`config.mk`:
```
export PLATFORM = sky130hd
export DESIGN_NAME = serial_full_adder_flat
export DESIGN_NICKNAME = d
export VERILOG_FILES = /design/src/rtl/serial_full_adder_if.sv /design/src/rtl/serial_full_adder.sv /design/src/flat_wrapper.sv
export SDC_FILE = /design/constraint.sdc
export NUM_CORES = 1
export LEC_CHECK = 0
export BUFFER_PORTS_ARGS = -buffer_cell sky130_fd_sc_hd__clkbuf_2
export CAP_MARGIN = 20
export CORE_AREA = 2 2 67 69
export DETAILED_ROUTE_END_ITERATION = 10
export DIE_AREA = 0 0 69 71
export PLACE_DENSITY = 0.61
export REMOVE_ABC_BUFFERS = 1
export SLEW_MARGIN = 40
export SYNTH_ARGS = -nofsm -noshare
export SYNTH_HDL_FRONTEND = slang
export SYNTH_SLANG_ARGS = --single-unit
```
`constraint.sdc`:
```
create_clock -name clk -period 1.5 [get_ports clk]
set_input_delay 0.15 -clock clk [delete_from_list [all_inputs] [get_ports clk]]
set_output_delay 0.15 -clock clk [all_outputs]
set_load 0.01 [all_outputs]
```
`src/rtl/serial_full_adder_if.sv`:
```
// Handshake/operand bundle for the bit-serial adder.
// SERIAL_FULL_ADDER_SUB_EN adds the per-operation sub select.
interface serial_full_adder_if #(
  parameter int WIDTH = 8
) ();
  logic             start;
  logic [WIDTH-1:0] a;
  logic [WIDTH-1:0] b;
  logic             cin;
`ifdef SERIAL_FULL_ADDER_SUB_EN
  logic             sub;
`endif
  logic             busy;
  logic             done;
  logic [WIDTH-1:0] sum;
  logic             cout;

`ifdef SERIAL_FULL_ADDER_SUB_EN
  modport master (
    output start, a, b, cin, sub,
    input  busy, done, sum, cout
  );
  modport slave (
    input  start, a, b, cin, sub,
    output busy, done, sum, cout
  );
`else
  modport master (
    output start, a, b, cin,
    input  busy, done, sum, cout
  );
  modport slave (
    input  start, a, b, cin,
    output busy, done, sum, cout
  );
`endif
endinterface

```
`src/rtl/serial_full_adder.sv`:
```
// Bit-serial adder, LSB first, one carry flop, start/busy/done.
// SERIAL_FULL_ADDER_SUB_EN adds a serial subtract mode (carry = borrow).
module serial_full_adder #(
  parameter  int WIDTH = 8,
  localparam int CNT_W = $clog2(WIDTH) + 1
) (
  input logic               clk,
  input logic               rst,
  serial_full_adder_if.slave bus
);

  typedef enum logic [1:0] {
    IDLE = 2'd0,
    RUN  = 2'd1,
    DONE = 2'd2
  } state_t;

  state_t           state_q, state_d;
  logic [WIDTH-1:0] a_q, a_d;
  logic [WIDTH-1:0] b_q, b_d;
  logic [WIDTH-1:0] acc_q, acc_d;
  logic [WIDTH-1:0] sum_q, sum_d;
  logic             c_q, c_d;
  logic             cout_q, cout_d;
  logic [CNT_W-1:0] cnt_q, cnt_d;
`ifdef SERIAL_FULL_ADDER_SUB_EN
  logic             sub_q, sub_d;
`endif

  logic accept;
  logic last;
  logic bit_w;
  logic carry_w;

  assign accept = bus.start && (state_q != RUN);
  assign last   = (state_q == RUN) &&
                  (cnt_q == CNT_W'(WIDTH - 1));

  always_comb begin
    bit_w   = a_q[0] ^ b_q[0] ^ c_q;
    carry_w = (a_q[0] & b_q[0]) |
              (a_q[0] & c_q) |
              (b_q[0] & c_q);
`ifdef SERIAL_FULL_ADDER_SUB_EN
    if (sub_q) begin
      carry_w = (~a_q[0] & b_q[0]) |
                (~(a_q[0] ^ b_q[0]) & c_q);
    end
`endif
  end

  always_ff @(posedge clk) begin
    if (rst) state_q <= IDLE;
    else     state_q <= state_d;
  end

  always_comb begin
    state_d = state_q;
    unique case (state_q)
      IDLE:    if (bus.start) state_d = RUN;
      RUN:     if (last) state_d = DONE;
      DONE:    state_d = bus.start ? RUN : IDLE;
      default: state_d = IDLE;
    endcase
  end

  always_comb begin
    bus.busy = (state_q == RUN);
    bus.done = (state_q == DONE);
  end

  always_comb begin
    a_d    = a_q;
    b_d    = b_q;
    acc_d  = acc_q;
    sum_d  = sum_q;
    c_d    = c_q;
    cout_d = cout_q;
    cnt_d  = cnt_q;
`ifdef SERIAL_FULL_ADDER_SUB_EN
    sub_d  = sub_q;
`endif
    unique case (1'b1)
      accept: begin
        a_d   = bus.a;
        b_d   = bus.b;
        c_d   = bus.cin;
        cnt_d = '0;
`ifdef SERIAL_FULL_ADDER_SUB_EN
        sub_d = bus.sub;
`endif
      end
      (state_q == RUN): begin
        a_d   = {1'b0, a_q[WIDTH-1:1]};
        b_d   = {1'b0, b_q[WIDTH-1:1]};
        acc_d = {bit_w, acc_q[WIDTH-1:1]};
        c_d   = carry_w;
        cnt_d = cnt_q + CNT_W'(1);
        // Outputs only move here, so partial sums stay hidden.
        if (last) begin
          sum_d  = acc_d;
          cout_d = carry_w;
        end
      end
      default: ;
    endcase
  end

  always_ff @(posedge clk) begin
    if (rst) begin
      a_q    <= '0;
      b_q    <= '0;
      acc_q  <= '0;
      sum_q  <= '0;
      c_q    <= 1'b0;
      cout_q <= 1'b0;
      cnt_q  <= '0;
`ifdef SERIAL_FULL_ADDER_SUB_EN
      sub_q  <= 1'b0;
`endif
    end else begin
      a_q    <= a_d;
      b_q    <= b_d;
      acc_q  <= acc_d;
      sum_q  <= sum_d;
      c_q    <= c_d;
      cout_q <= cout_d;
      cnt_q  <= cnt_d;
`ifdef SERIAL_FULL_ADDER_SUB_EN
      sub_q  <= sub_d;
`endif
    end
  end

  assign bus.sum  = sum_q;
  assign bus.cout = cout_q;

endmodule

```
`src/flat_wrapper.sv`:
```
// flat-port wrapper written by rule: the top's interface ports become plain ports
module serial_full_adder_flat 
#(
  parameter  int WIDTH = 8,
  localparam int CNT_W = $clog2(WIDTH) + 1
)
  (clk, rst, bus_start, bus_a, bus_b, bus_cin, bus_busy, bus_done, bus_sum, bus_cout);
  serial_full_adder_if #(.WIDTH(WIDTH)) bus_i ();
  input logic clk;
  input logic rst;
  input wire logic [$bits(bus_i.start)-1:0] bus_start;
  input wire logic [$bits(bus_i.a)-1:0] bus_a;
  input wire logic [$bits(bus_i.b)-1:0] bus_b;
  input wire logic [$bits(bus_i.cin)-1:0] bus_cin;
  output wire logic [$bits(bus_i.busy)-1:0] bus_busy;
  output wire logic [$bits(bus_i.done)-1:0] bus_done;
  output wire logic [$bits(bus_i.sum)-1:0] bus_sum;
  output wire logic [$bits(bus_i.cout)-1:0] bus_cout;
  assign bus_i.start = bus_start;
  assign bus_i.a = bus_a;
  assign bus_i.b = bus_b;
  assign bus_i.cin = bus_cin;
  assign bus_busy = bus_i.busy;
  assign bus_done = bus_i.done;
  assign bus_sum = bus_i.sum;
  assign bus_cout = bus_i.cout;
  serial_full_adder #(.WIDTH(WIDTH)) u_core (.clk(clk), .rst(rst), .bus(bus_i));
endmodule
```
==> results.md <==
- CTS tree: built
- DR WL/cell: around 12 um
- N_diodes: 0
- Static leakage: approximately 0.83 nW
- Syn Inst Count: around 170
- Max Fclk: 0.728 GHz
- Final Routed Wirelength: 3090 um
- Max-slew violations: 0
- Slew margin rel.: about 63%
- Port Buffers: 30
- Row Count: 24
- Share of the yosys chip area belonging to registers: between 40% and 50%
- Hold Slack: approximately 0.14 ns
- P&R area growth vs syn: 21.2%
- Max-Cap Viols: 0
- Synth area leader: dfxtp_1
- Max IR drop VDD: around 0.7 mV
- FILL cells: about 420
- Placed cell count: between 200 and 300
- Cell Count, Final, Fillers Out: 262
- Endpoints failing setup: 0
- Tightest Hold Check Type: input pin to register
- Multi-input gate area: approximately 800 um^2
- Core area: 0.00420 mm^2
- Layout Nets: ~230
- Share of cells above drive strength 1: 25.2%
- Total Routing Usage GR: between 10% and 20%
- Post-synth EDFFs: 0
- Final period util: about nine tenths
- Crit path capture type: register
- Clk_lat worst skew: a little under 0.3 ns
- Crit start category: register
- Final GP Congestion: approximately 0.74
- Reg2reg start: u_core.state_q[1]
- Reg area: approximately 800 um^2
- Max Root-Sink Buffers: 2
- Cell variety after synth: 23
- Synth top area cells: dfxtp_1 47%, mux2i_1 16%, nand2b_1 7.5%
- Fin Clk Skew: 0.00480 ns
- Die area: around 0.005 mm^2
- Mapped Avg Cell Area: between 9 and 10 um^2
- Crit-path cells: nand2b_1 -> buf_12 -> mux2_4 -> a211oi_2
- DRT Pass-1 Iters: 4
- Root Driver: clkbuf_8
- Status: finished clean
- Antenna-violating nets left: 0
- R2r setup slk: around 0.13 ns
- CP max stage delay: 0.32 ns
- Commonest non-fill, non-tap cell in the layout: dfxtp_1
- PwrDens: ~1000 mW/mm^2
- Die Height: between 70 and 80 um
- DR DRC count: 0
- CTS clk-pin slew, worst paths: about 0.07 ns
- Vias: about 1,300
- DPL Wire Length: ~2000 um
- Crit Path Max Fanout: 37
- Required time of the worst setup path: about 1.7 ns
- First-pass GRT wire length: 5570 um
- Via/cell ratio: about 5
- CP max stage cell: dfxtp_1
- Hold depth: 3
- Inserted Clock Buffers: 5
- Path type of the worst setup path: register to register
- Most frequent cells in the layout: 39 x dfxtp_1, 30 x clkbuf_2, 26 x mux2i_1
- Hold EP: u_core.b_q[7]
- Total gr overflow: 0
- Count of state elements after synthesis: 39
- Starting DRT DRC Count: 40
- Vias in the first global route: 1,199
- Yosys warning count: 0
- Num Clock Sinks: 39
- Synth async-reset ratio: 0%
- Path depth of the worst reg2reg path: 4
- Synth top area share: between 40% and 50%
- Min cycle time layout: 1.37 ns
- Worst r2r dst: u_core.cnt_q[2]
- Mapped Area: roughly 0.0017 mm^2
- Unrepaired setup endpoints after global routing: false
- Initial antenna violation count: 0
- I/O pin cnt: 31
- Slew @ Worst Pin: 0.561 ns
- CTS H-Tree Depth: 2
- Worst hold start: bus_b[7]
- Synth Flop Type: dfxtp_1
- Starting Density: between 30% and 40%
- Largest net degree at the start of global routing: 38
- Final hold violation count: 0
- Die Span X: 69 um
- Hold-fix buffers, CTS: 0
- CP Data Arrival Time: roughly 1.6 ns
cells in the mapped netlist (2+ instances only):
master and count:
dfxtp_1 39, nand2_1 15, nand3b_1 4, nor3_1 3, nand2b_1 20, mux2i_1 26, a21oi_1 11, nand3_1 2
buf_4 2, buf_2 3, nor2b_1 2, clkbuf_1 7, nor2_1 16, a211oi_1 15
layer usage:
layer / part of all wire [%] / wire, um / vias up / GRT usage, %
li1: - / - / 669 / -
met1: 49 / 1510 / 596 / 18.8
met2: 45 / 1370 / 37 / 21.6
met3: 6.2 / 191 / 2 / 5.56
met4: 0.39 / 12 / 0 / 4.58
met5: 0 / 0 / - / 0
kinds of logic after synthesis:
| logic type | share of synthesized area, % |
|---|---|
| simple gates | 19.5 |
| flops | 46.7 |
| compound gates | 11.1 |
| mux | 16.5 |
| buf+inv | 4.26 |
| fa+ha+maj | 1.94 |
stage by stage:
stage	worst slack, ns	util (%)	setup TNS [ns]	instance area, um^2	power, W
detailed placement	0.152	45.1	0	1900	0.00138
global placement	0.191	45.1	0	1900	0.00138
CTS	0.101	47.8	0	2010	0.00208
global route	0.0314	48.2	0	2030	0.00216
floorplan	-0.625	-	-10.91	1610	0.00127
finish	0.126	48.2	0	2030	0.00205
how the worst max path moves through the flow:
| stage | start | endpoint | cells after the start |
|---|---|---|---|
| after floorplan | u_core.state_q[1] | u_core.cnt_q[2] | 4 |
| after global placement | u_core.state_q[1] | u_core.cnt_q[2] | 4 |
| after detailed placement | u_core.cnt_q[0] | u_core.bus.cout | 4 |
| after CTS | u_core.state_q[1] | u_core.bus.cout | 4 |
| after global routing | u_core.state_q[1] | u_core.cnt_q[2] | 4 |
| final | u_core.state_q[1] | u_core.cnt_q[2] | 4 |
power by group:
group | switching [W] | total, W | leakage, nW | internal (W)
clock network | 0.000364 | 0.000682 | 0.0477 | 0.000318
registers | 0.0000305 | 0.00112 | 0.319 | 0.00109
logic | 0.000130 | 0.000255 | 0.463 | 0.000125
worst max-delay path, delay by kind of cell, from the launching register on:
kind / cells / cell delay (ns)
muxes: 1 / 0.32
DFF: 1 / 0.32
buffers and inverters: 1 / 0.23
AOI/OAI and AO/OA: 1 / 0.20
and+or+nand+nor: 1 / 0.24
repair_timing:
item,4_1_cts,5_1_grt
gates resized for setup,1,0
setup endpoints to repair,1,3
setup buffers,3,1
pin swaps,0,1
sequential cells by signal, summed over array words and instances, names as in the netlist:
signal / flops
u_core.cnt_q: 4
u_core.b_q: 8
u_core.state_q: 2
u_core.acc_q: 7
u_core.bus.cout: 1
u_core.c_q: 1
u_core.a_q: 8
u_core.bus.sum: 8
area by class of cell:
| cell class | instances | area share, % |
|---|---|---|
| Multi-Input combinational cell | 121 | 40.5 |
| Clock buffer | 5 | 3.39 |
| Tap cell | 52 | 3.21 |
| Inverter | 1 | 0.370 |
| Clock inverter | 3 | 0.740 |
| Timing Repair Buffer | 41 | 13.3 |
| Sequential cell | 39 | 38.5 |
(Power assumes the default switching activity.)
